==> src/rtl/fv_bank_req_arbiter.sv <==
// Round-robin issue scheduler in front of one FV bank controller. It converts node IDs to
// bank word addresses, allows one outstanding stream at a time, and blocks issue during bank loads.
module fv_bank_req_arbiter #(
    parameter int NUM_REQ = 4,
    parameter int NODE_W  = 8,
    parameter int ADDR_W  = 10,
    parameter int FVN_W   = 7,
    parameter int TIMEOUT = 255,
    localparam int TAG_W  = (NUM_REQ > 1) ? $clog2(NUM_REQ) : 1
) (
    input  logic                      clk,
    input  logic                      reset_n,
    input  logic [FVN_W-1:0]          num_fv,
    input  logic [NUM_REQ-1:0]        req_valid,
    input  logic [NUM_REQ*NODE_W-1:0] req_node_id,
    output logic [NUM_REQ-1:0]        req_ready,
    input  logic                      load_sos,
    input  logic                      load_eos,
    output logic                      bank_req_valid,
    output logic [ADDR_W-1:0]         bank_req_addr,
    output logic [TAG_W-1:0]          bank_req_tag,
    input  logic                      pe_valid,
    input  logic                      pe_eos,
    input  logic [TAG_W-1:0]          pe_tag,
    output logic                      busy,
    output logic                      err_timeout,
    output logic                      err_conflict
);

    localparam int WD_W = (TIMEOUT > 0) ? $clog2(TIMEOUT + 1) : 1;

    localparam logic [1:0] ST_IDLE = 2'd0;
    localparam logic [1:0] ST_LOAD = 2'd1;
    localparam logic [1:0] ST_WAIT = 2'd2;

    logic [1:0]          state_r;
    logic [1:0]          state_nxt_s;
    logic [TAG_W-1:0]    rr_ptr_r;
    logic [WD_W-1:0]     wd_r;
    logic                bank_req_valid_r;
    logic [ADDR_W-1:0]   bank_req_addr_r;
    logic [TAG_W-1:0]    bank_req_tag_r;
    logic                busy_r;
    logic                err_timeout_r;
    logic                err_conflict_r;

    logic [TAG_W:0]      sum_s;
    logic [TAG_W-1:0]    cand_s;
    logic [TAG_W-1:0]    win_idx_s;
    logic                win_found_s;
    logic                issue_s;
    logic [NUM_REQ-1:0]  grant_s;
    logic [NODE_W-1:0]   win_node_s;
    logic [FVN_W-1:0]    fv_inc_s;
    logic [FVN_W-1:0]    words_s;
    logic [ADDR_W-1:0]   addr_s;
    logic [TAG_W-1:0]    rr_nxt_s;
    logic                eos_match_s;
    logic                wd_expire_s;

    // Round-robin search for the first valid requester at or after rr_ptr
    always_comb begin
        win_found_s = 1'b0;
        win_idx_s   = '0;
        sum_s       = '0;
        cand_s      = '0;
        for (int k = 0; k < NUM_REQ; k++) begin
            sum_s = {1'b0, rr_ptr_r} + (TAG_W+1)'(k);
            if (sum_s >= (TAG_W+1)'(NUM_REQ)) begin
                sum_s = sum_s - (TAG_W+1)'(NUM_REQ);
            end else begin
                sum_s = sum_s;
            end
            cand_s = sum_s[TAG_W-1:0];
            if (!win_found_s && req_valid[cand_s]) begin
                win_found_s = 1'b1;
                win_idx_s   = cand_s;
            end else begin
                win_found_s = win_found_s;
            end
        end
    end

    assign issue_s = (state_r == ST_IDLE) && !load_sos && win_found_s;

    // One-hot grant; suppressed while reset is asserted
    always_comb begin
        grant_s = '0;
        if (reset_n && issue_s) begin
            grant_s[win_idx_s] = 1'b1;
        end else begin
            grant_s = '0;
        end
    end

    assign req_ready = grant_s;

    // Select the winner's node ID
    always_comb begin
        win_node_s = '0;
        for (int i = 0; i < NUM_REQ; i++) begin
            if (win_idx_s == TAG_W'(i)) begin
                win_node_s = req_node_id[i*NODE_W +: NODE_W];
            end else begin
                win_node_s = win_node_s;
            end
        end
    end

    // Words per FV round up at FVN_W bits; the product wraps modulo the bank size
    assign fv_inc_s = num_fv + FVN_W'(1);
    assign words_s  = fv_inc_s >> 1;
    assign addr_s   = ADDR_W'(win_node_s) * ADDR_W'(words_s);

    // Next round-robin pointer after the current winner
    always_comb begin
        rr_nxt_s = '0;
        if (win_idx_s == TAG_W'(NUM_REQ - 1)) begin
            rr_nxt_s = '0;
        end else begin
            rr_nxt_s = win_idx_s + TAG_W'(1);
        end
    end

    assign eos_match_s = pe_valid && pe_eos && (pe_tag == bank_req_tag_r);
    assign wd_expire_s = (wd_r == WD_W'(TIMEOUT));

    // Next-state logic; load_sos outranks requests in IDLE
    always_comb begin
        state_nxt_s = state_r;
        case (state_r)
            ST_IDLE: begin
                if (load_sos) begin
                    state_nxt_s = ST_LOAD;
                end else if (win_found_s) begin
                    state_nxt_s = ST_WAIT;
                end else begin
                    state_nxt_s = ST_IDLE;
                end
            end
            ST_LOAD: begin
                if (load_eos) begin
                    state_nxt_s = ST_IDLE;
                end else begin
                    state_nxt_s = ST_LOAD;
                end
            end
            ST_WAIT: begin
                if (eos_match_s || wd_expire_s) begin
                    state_nxt_s = ST_IDLE;
                end else begin
                    state_nxt_s = ST_WAIT;
                end
            end
            default: state_nxt_s = ST_IDLE;
        endcase
    end

    // State, issue registers, watchdog and sticky error flags
    always_ff @(posedge clk) begin
        if (!reset_n) begin
            state_r          <= ST_IDLE;
            rr_ptr_r         <= '0;
            wd_r             <= '0;
            bank_req_valid_r <= 1'b0;
            bank_req_addr_r  <= '0;
            bank_req_tag_r   <= '0;
            busy_r           <= 1'b0;
            err_timeout_r    <= 1'b0;
            err_conflict_r   <= 1'b0;
        end else begin
            state_r          <= state_nxt_s;
            busy_r           <= (state_nxt_s != ST_IDLE);
            bank_req_valid_r <= issue_s;
            if (issue_s) begin
                bank_req_addr_r <= addr_s;
                bank_req_tag_r  <= win_idx_s;
                rr_ptr_r        <= rr_nxt_s;
                wd_r            <= '0;
            end else if ((state_r == ST_WAIT) && !wd_expire_s) begin
                wd_r <= wd_r + WD_W'(1);
            end else begin
                wd_r <= wd_r;
            end
            if ((state_r == ST_WAIT) && !eos_match_s && wd_expire_s) begin
                err_timeout_r <= 1'b1;
            end else begin
                err_timeout_r <= err_timeout_r;
            end
            if ((state_r == ST_WAIT) && load_sos) begin
                err_conflict_r <= 1'b1;
            end else begin
                err_conflict_r <= err_conflict_r;
            end
        end
    end

    assign bank_req_valid = bank_req_valid_r;
    assign bank_req_addr  = bank_req_addr_r;
    assign bank_req_tag   = bank_req_tag_r;
    assign busy           = busy_r;
    assign err_timeout    = err_timeout_r;
    assign err_conflict   = err_conflict_r;

endmodule
==> config.mk <==
export PLATFORM = sky130hd
export DESIGN_NAME = fv_bank_req_arbiter
export DESIGN_NICKNAME = d
export VERILOG_FILES = /design/src/rtl/fv_bank_req_arbiter.sv
export SDC_FILE = /design/constraint.sdc
export NUM_CORES = 1
export LEC_CHECK = 0
export BUFFER_PORTS_ARGS = -buffer_cell sky130_fd_sc_hd__buf_4
export CORE_UTILIZATION = 54
export DETAILED_ROUTE_END_ITERATION = 7
export MAX_ROUTING_LAYER = met4
export PLACE_DENSITY_LB_ADDON = 0.1
export SLEW_MARGIN = 20
export SYNTH_ARGS = -nofsm -noshare
export SYNTH_HDL_FRONTEND = slang
export SYNTH_SLANG_ARGS = --single-unit
==> constraint.sdc <==
create_clock -name clk -period 6.8 [get_ports clk]
set_clock_uncertainty 0.05 [all_clocks]
set_input_delay 0.68 -clock clk [delete_from_list [all_inputs] [get_ports clk]]
set_output_delay 0.68 -clock clk [all_outputs]
set_load 0.005 [all_outputs]
After elaboration in Yosys (flattened, before gate mapping) --
Cells that the tools add are included.
Word-level totals: flip-flop bits (word level) 28, input port bits 51, logic and storage cells 95
Operators by class: add/subtract/negate cells 10, multiply operators 1, $lt $le $gt $ge 10, equality and inequality tests 7, muxes and demuxes 33, bitwise operators 1, reduce and logical (&&, ||, !) cells 24
Operators by type and width (number):
- 8-bit two-way mux | 4
- 2-bit two-way mux | 12
- 2-bit by 3-bit < comparator with 1-bit output (second input constant) | 5
- 1-bit logical AND | 13
- 8-bit by 6-bit multiplier with 10-bit output | 1
- 1-bit two-way mux | 10
- 3-bit greater-or-equal comparator (second input constant) | 3
- 8-bit by 1-bit adder with 8-bit output (second input constant) | 1
- 1-bit binary-select mux with 2-bit select | 4
- 8-bit equality test (second input constant) | 1
- 2-bit by 1-bit subtractor with 2-bit output (second input constant) | 4
- 7-bit by 1-bit adder with 7-bit output (second input constant) | 1
- 2-bit by 2-bit adder with 3-bit output (second input constant) | 2
- 2-bit equality test (second input constant) | 3
- 1-bit zero test | 6
- 2-bit one-hot mux with 3 select lines | 1
- 2-bit by 1-bit equality test with 1-bit output (second input constant) | 2
- 2-bit zero test | 2
- 4-bit two-way mux | 1
- 2-bit by 1-bit adder with 3-bit output (second input constant) | 1
- 2-bit by 3-bit greater-or-equal comparator with 1-bit output (second input constant) | 1
- 2-bit by 1-bit adder with 2-bit output (second input constant) | 1
- 1-bit demux with 2-bit select | 1
- 2-bit equality test | 1
- 5 further kinds | 5

Depth between registers and ports, before layout --
Gate-level depths: netlist of run 1.
depth after elaboration 20, gate-level depth with buffers 28

Worst setup path before layout of run 1 --
Ideal clock, no wire load.
kind input to register, start input port req_valid[0], end register bank_req_addr_r[9] (netlist: bank_req_addr[9]), arrival 5.665 ns, required time 6.627 ns, path slack 0.962 ns, stages 27, buffers on the path 2, cells stage by stage inv_1 -> nor2_1 -> a21oi_1 -> nor2_1 -> a221oi_1 -> nor2b_1 -> inv_1 -> ha_1 -> buf_2 -> buf_1 -> a21oi_1 -> a21oi_1 -> nor2_1 -> a21oi_1 -> or2_2 -> fa_1 -> fa_1 -> fa_1 -> inv_1 -> ha_1 -> nor2b_1 -> nor3_1 -> o21bai_1 -> a21oi_1 -> xnor3_1 -> nand2_1 -> o211ai_2
Between the ends: word-level cells in the longest chain between the ends 18, elaborated cells on any way between the ends 32, those cells by class mul (1); eq/ne (3); mux (20); reduce/logical (8)
RTL lines:
- start: declaration | line 14 | input logic [NUM_REQ-1:0] req_valid,
- 1-bit binary-select mux with 2-bit select | line 75 | if (!win_found_s && req_valid[cand_s]) begin
- 1-bit two-way mux (not written as such) | line 75
- 1-bit two-way mux | line 75
- 1-bit zero test | line 75
- 1-bit logical AND | line 75
- 1-bit two-way mux | line 75
- 1-bit zero test | line 75
- 1-bit logical AND | line 75
- 1-bit two-way mux | line 75
- 1-bit zero test | line 75
- 1-bit logical AND | line 75
- 2-bit two-way mux * | line 75
- named net win_idx_s[0] | line 49 | logic [TAG_W-1:0] win_idx_s;
- 2-bit zero test | line 102 | if (win_idx_s == TAG_W'(i)) begin
- 8-bit two-way mux (3 in a row) | line 102
- 8-bit two-way mux * | line 102
- 8-bit by 6-bit multiplier with 10-bit output * | line 113 | assign addr_s = ADDR_W'(win_node_s) * ADDR_W'(words_s);
- end signal: assignment | line 176 | bank_req_addr_r <= addr_s;
- end: declaration | line 41 | logic [ADDR_W-1:0] bank_req_addr_r;
Mark *: on every way through the listed nets, which the timed path passes. The rest lies on a longest branch. The select of a mux whose other input is x is not followed. A chain may end at the register's enable or synchronous reset.

Worst setup path after layout of run 1 --
Same ends and word-level chain as after synthesis.

==> results.md, run 1 <==
* Outcome: finished, final reports clean
* Final number of setup-violating endpoints at 0
* CTS buffer count at 3
* # hold bufs at CTS at 0
* Die W at 72.7 um
* Critical Path Start Type: input pin
* Hold Crit Class: reg2reg
* Register-to-register setup slack at 0.77 ns
* Worst-skew pair later-pin latency at 0.27 ns
* Die Y at 72.7 um
* CP max FO at 14
* I/O pin total at 71
* Critical path endpoint category: register
* Area of the multi-input gates at 1950 um^2
* Syn Nets at 436
* Core Region at 4750 um^2
* Setup TNS at 0 ns
* Total DRC errors in the routed layout at 0
* Main flop type after synthesis: dfxtp_1
* Wire per inst at 12.5 um
* Layout area overhead at 23.5%
* CTS tree: built
* Worst EP arrival at 6.30 ns
* Post-synthesis sequential area ratio at 0.208
* Fmax at 162 MHz
* Post-synthesis cell area at 2700 um^2
* DR pass1 iterations at 4
* GPL Wtd Cong at 0.876
* Vias in the first global route at 2374
* Period utilisation layout at 0.910
* CTS Buffer Depth at 2
* Post-Syn Instances at 346
* DIE AREA at 5290 um^2
* Max stage delay on crit path at 0.57 ns
* Tmin final at 6.19 ns
* Postcts setup bufs at 0
* CP max stage cell: fa_1
* Clock transition at path regs at 0.09 ns
* Commonest non-fill, non-tap cell in the layout: buf_4
* Global-route wire length before repair at 9990 um
* Port Buffers at 70
* N_diodes at 0
* Maximum vdd drop at 0.162 mV
* Final Hold Fails at 0
* Post-synthesis register bit count at 28
* Post-synth top area share at 0.208
* Total global-route track usage at 0.246
* Gr ovfl total at 0
* # clock sinks at 28
* Slew margin rel. at 0.521
* # H-tree levels at 1
* Crit path capture: bank_req_addr[9]
* FF-to-FF Start: rr_ptr_r[0]
* Commonest non-fill, non-tap cells in the layout: buf_4, nand2_1, nor2_1, inv_1, a21oi_1
* Remaining antenna violation count at 0
* Largest net degree at the start of global routing at 21
* CTS Root Buffer Type: clkbuf_8
* Final wirelength at 5990 um
* Slew @ Worst Pin at 0.718 ns
* Unrepaired setup endpoints after global routing: no
* Register area at 561 um^2
* Synth Warn # at 0
* MaxCap Viol Count at 0
* Pins Over Slew Limit at 0
* Leakage at 1.56 nW
* Post-Layout Cell Count at 478
* Post-DP HPWL at 4970 um
* Async SR Flop Fraction at 0
* Cell Rows at 25
* Vias per cell at 5.16
* Count of cell types in the netlist at 45
* Filler cells at 425
* Vias at 2468
* Post-CTS sizing at 0
* Crit path launch: req_valid[0]
* Yosys top cell by area: dfxtp_1
* Power Density at 293 nW/um^2
* Largest cells by area after synthesis: dfxtp_1, fa_1, ha_1
* Initial antenna violation count at 0
* Layout cell share with drive strength beyond 1 at 0.224
* # nets final at 502
* Post-synth EDFFs at 0
* RR Endpoint: bank_req_addr[9]
* Critical Path Most Common Cell: nor2_1
* Initial core utilization at 0.568
* Avg Inst Size Synth at 7.81 um^2
* DRT iter0 DRCs at 151
* Crit path kind: in2reg
* Reg2reg path depth at 27
* Worst EP required at 6.92 ns
* Placed insts at 474
-- worst min path at each step --
stage | start | endpoint | slack, ns | cells after the start
6_report | bank_req_addr[5] | bank_req_addr[5] | 0.41 | 2
4_1_cts | bank_req_addr[5] | bank_req_addr[5] | 0.41 | 2
5_1_grt | bank_req_addr[1] | bank_req_addr[1] | 0.44 | 2
2_1_floorplan | bank_req_addr[5] | bank_req_addr[5] | 0.40 | 2
3_5_place_dp | bank_req_addr[5] | bank_req_addr[5] | 0.40 | 2
3_3_place_gp | bank_req_addr[8] | bank_req_addr[8] | 0.39 | 2
-- power breakdown --
part	total, W	internal [W]	switching, W
combinational	0.000677	0.000319	0.000357
sequential	0.000199	0.000186	0.0000131
clock	0.000103	0.0000519	0.0000508
-- cells by family after synthesis --
kind of cell	count (synthesis)	synth area share
DFF	28	0.208
AOI/OAI and AO/OA	64	0.156
xor gates and xnor gates	22	0.0764
adders and majority gates	39	0.236
buffers and inverters	51	0.0746
and+or+nand+nor	142	0.250
-- area by class of cell --
type | count | share of cell area
repair buffers | 72 | 0.162
clock buffers | 4 | 0.0165
flip-flops and latches | 28 | 0.168
multi-input cells | 267 | 0.583
inverters | 40 | 0.0450
well taps | 67 | 0.0251
-- metal layers --
metal  GRT usage  share of wire  vias up
met5           -              0        -
met4      0.0261         0.0058        0
met3      0.0456          0.053        4
met2       0.414           0.48       77
met1       0.321           0.46     1128
li1            -              -     1259
-- cells in the mapped netlist, types with 2 or more instances --
master    instances
a221o_1           2
nand3b_1          4
inv_1            40
a21o_1            3
nand4_1           3
nand2b_1          3
clkbuf_1          4
nand3_1           6
xnor2_1          12
nor2b_1           9
o21ai_0           7
ha_1             19
fa_1             20
dfxtp_1          28
a21oi_1          34
nor2_1           40
nor3_1            4
a221oi_1          2
or3_1             2
and3_1            6
o21bai_1          2
a221oi_2          2
nor4_1            2
or2_2             8
a22oi_1           2
buf_2             5
and2_1            4
nand2_1          47
o22ai_1           2
xor2_1            9
-- state kept, by name (all words and copies together) (netlist names) --
register	cells
bank_req_addr	10
wd_r	8
bank_req_tag	2
rr_ptr_r	2
state_r	2
bank_req_valid	1
busy	1
err_conflict	1
err_timeout	1
-- critical path, delay by kind of cell --
| family | cells | cell delay, ns |
|---|---|---|
| adders and majority gates | 5 | 2.38 |
| buffers and inverters | 5 | 0.43 |
| xor gates and xnor gates | 1 | 0.39 |
| AOI/OAI and AO/OA | 8 | 1.30 |
| and+or+nand+nor | 10 | 1.10 |
-- per-stage QoR --
| step | total power (W) | area [um^2] | hold WS (ns) | util | setup WS (ns) |
|---|---|---|---|---|---|
| 2_1_floorplan | 0.000718 | 2700 | 0.398 | - | 0.962 |
| 3_3_place_gp | 0.000861 | 3280 | 0.391 | 0.690 | 0.517 |
| 3_5_place_dp | 0.000881 | 3280 | 0.395 | 0.690 | 0.343 |
| 4_1_cts | 0.000987 | 3340 | 0.408 | 0.702 | 0.637 |
| 5_1_grt | 0.00109 | 3340 | 0.440 | 0.702 | 0.170 |
| 6_report | 0.000979 | 3340 | 0.410 | 0.702 | 0.613 |
Note: power is estimated with default switching activity, not from simulation.
==> run 2: changes to the inputs <==
- BUFFER_PORTS_ARGS: -buffer_cell sky130_fd_sc_hd__buf_4 -> not set
- CORE_UTILIZATION: 54 -> 64
- DONT_BUFFER_PORTS: not set -> 1
==> run 2 against run 1 <==
Fmax up 0.27%; flip-flop and latch count unchanged; largest cell class unchanged; setup slack better by 0.017 ns; highest routed layer unchanged; sequential share of layout area up 3.3 points; non-clock buffer count down 71.
==> results.md, run 2 (synthesis results as in run 1) <==
* CTS Buffer Depth at 2 (unchanged)
* Clock power frac at 0.108 (+0.003)
* Remaining antenna violation count at 0 (unchanged)
* Post-Layout Cell Count at 390 (-18%)
* Total global-route track usage at 0.259 (+0.0123)
* CTS tree: built
* Hold_sp: bank_req_addr[5]
* Post-DP HPWL at 4400 um (-11%)
* Core Region at 4030 um^2 (-15%)
* Die Y at 67.0 um (-7.9%)
* Slew margin rel. at 0.571 (+0.0501)
* CTS buffer count at 3 (unchanged)
* Slew @ Worst Pin at 0.643 ns (-0.0751 ns)
* N_diodes at 0 (unchanged)
* Largest net degree at the start of global routing at 21 (unchanged)
* # hold bufs at CTS at 0 (unchanged)
* Wire per inst at 13.4 um (+6.6%)
* DR pass1 iterations at 4 (unchanged)
* Total DRC errors in the routed layout at 0 (unchanged)
* DIE AREA at 4480 um^2 (-15%)
* Placed insts at 386 (-19%)
* Pins Over Slew Limit at 0 (unchanged)
* Register share of total power at 0.223 (+0.019)
* # nets final at 431 (-14%)
* Cells on Worst Hold Path at 2 (unchanged)
* Critical path endpoint category: register
* Crit path kind: in2reg
* Cell Int Power at 0.000516 W (-7.5%)
* Initial core utilization at 0.670 (+0.102)
* Final wirelength at 5210 um (-13%)
* Register-to-register setup slack at 0.66 ns (-0.11 ns)
* GPL Wtd Cong at 0.865 (-1.3%)
* Period utilisation layout at 0.907 (-0.00248)
* Clock transition at path regs at 0.08 ns (about the same)
* Final Hold Fails at 0 (unchanged)
* Finished Cell Area at 2780 um^2 (-17%)
* FF-to-FF Start: rr_ptr_r[0]
* Hold Crit Class: reg2reg
* Setup TNS at 0 ns (unchanged)
* Cell Rows at 23 (-8.0%)
* Layout area overhead at 2.96%
* Worst EP arrival at 6.28 ns (-0.02 ns)
* # H-tree levels at 1 (unchanged)
* Combinational power share at 0.669 (-0.022)
* Commonest non-fill, non-tap cell in the layout: nand2_1
* Initial antenna violation count at 0 (unchanged)
* Outcome: finished, final reports clean
* Power Density at 329 nW/um^2 (+12%)
* Tmin final at 6.17 ns (-0.0168 ns)
* Vias in the first global route at 1968 (-17%)
* Sw Share at 0.436 (+0.00558)
* MaxCap Viol Count at 0 (unchanged)
* DRT iter0 DRCs at 67 (-56%)
* Hold endpoint: bank_req_addr[5]
* Postcts setup bufs at 0 (unchanged)
* Fmax at 162 MHz (+0.27%)
* Filler cells at 371 (-13%)
* I/O pin total at 71 (unchanged)
* Critical Path Start Type: input pin
* Unrepaired setup endpoints after global routing: no
* Leakage at 1.21 nW (-22%)
* Port Buffers at 0 (-100%)
* Vias at 2181 (-12%)
* Worst EP required at 6.91 ns (about the same)
* Layout cell share with drive strength beyond 1 at 0.0618 (-0.162)
* Psw at 0.000398 W (-5.4%)
* Gr ovfl total at 0 (unchanged)
* Global-route wire length before repair at 8560 um (-14%)
* Reg2reg path depth at 26 (-3.7%)
* RR Endpoint: bank_req_addr[9]
* Maximum vdd drop at 0.164 mV (+1.1%)
* Placed inst area at 2730 um^2 (-17%)
* CTS Root Buffer Type: clkbuf_8
* # clock sinks at 28 (unchanged)
* Post-CTS sizing at 0 (unchanged)
* Final number of setup-violating endpoints at 0 (unchanged)
* Max FFs per register at 10 (unchanged)
* Commonest non-fill, non-tap cells in the layout: nand2_1, nor2_1, inv_1
* CP max FO at 14 (unchanged)
* Vias per cell at 5.59 (+8.3%)
* Die W at 67.0 um (-7.9%)
* Worst-skew pair later-pin latency at 0.27 ns (about the same)
==> run 2: layer usage <==
layer  global-route usage  wire, um  vias up  part of all wire
met4               0.0319        25        0            0.0048
met3               0.0582       357        4             0.069
li1                     -         -     1116                 -
met1                0.339      2380      996              0.46
met5                    -         0        -                 0
met2                0.418      2450       65              0.47
==> run 2: worst max-delay path by stage <==
stage / from / slack, ns / to / cells after the start
detailed placement: req_valid[0] / 0.38 / bank_req_addr[9] / 27
CTS: req_valid[0] / 0.67 / bank_req_addr[9] / 27
global route: req_valid[0] / 0.1 / bank_req_addr[9] / 27
finish: req_valid[0] / 0.63 / bank_req_addr[9] / 27
floorplan: req_valid[0] / 0.96 / bank_req_addr[9] / 27
global placement: req_valid[0] / 0.56 / bank_req_addr[9] / 27
==> run 2: per-stage QoR <==
step | power [W] | setup WS, ns | hold WS, ns | util
2_1_floorplan | 0.000718 | 0.962 | 0.398 | -
3_3_place_gp | 0.000813 | 0.562 | 0.409 | 0.677
3_5_place_dp | 0.000825 | 0.377 | 0.413 | 0.677
4_1_cts | 0.000927 | 0.666 | 0.424 | 0.690
5_1_grt | 0.00102 | 0.0985 | 0.449 | 0.690
6_report | 0.000914 | 0.630 | 0.418 | 0.690
==> run 2: layout make-up <==
type / count / area, um^2 / share of cell area
multi-input combinational: 267 / 1950 / 0.700
timing repair buffer: 1 / 7.51 / 0.00270
inverter: 40 / 150 / 0.0540
clock buffer: 4 / 55.1 / 0.0198
tap: 50 / 62.6 / 0.0225
sequential: 28 / 561 / 0.202
==> run 2: worst max-delay path, cell delays in order <==
cell	delay, ns
inv_1	0.05
nor2_1	0.05
a21oi_1	0.12
nor2_1	0.05
a221oi_1	0.32
nor2b_1	0.28
ha_1	0.48
nor2b_4	0.09
a22oi_1	0.15
nor2_1	0.05
a21oi_1	0.13
nor2_1	0.05
a21oi_1	0.40
nor2_1	0.14
fa_1	0.56
inv_1	0.05
fa_1	0.46
fa_1	0.54
inv_1	0.04
ha_1	0.32
nor2b_1	0.15
nor3_1	0.19
o21bai_1	0.11
a21oi_1	0.24
xnor3_1	0.39
nand2_1	0.09
o211ai_2	0.08
==> run 2: power groups by stage <==
stage | logic (W) | clock network (W) | registers, W
after floorplan | 0.000515 | 0 | 0.000203
after global placement | 0.000606 | 0 | 0.000208
after detailed placement | 0.000618 | 0 | 0.000208
after CTS | 0.000623 | 0.000101 | 0.000204
after global routing | 0.000708 | 0.000109 | 0.000208
final | 0.000612 | 0.0000987 | 0.000204
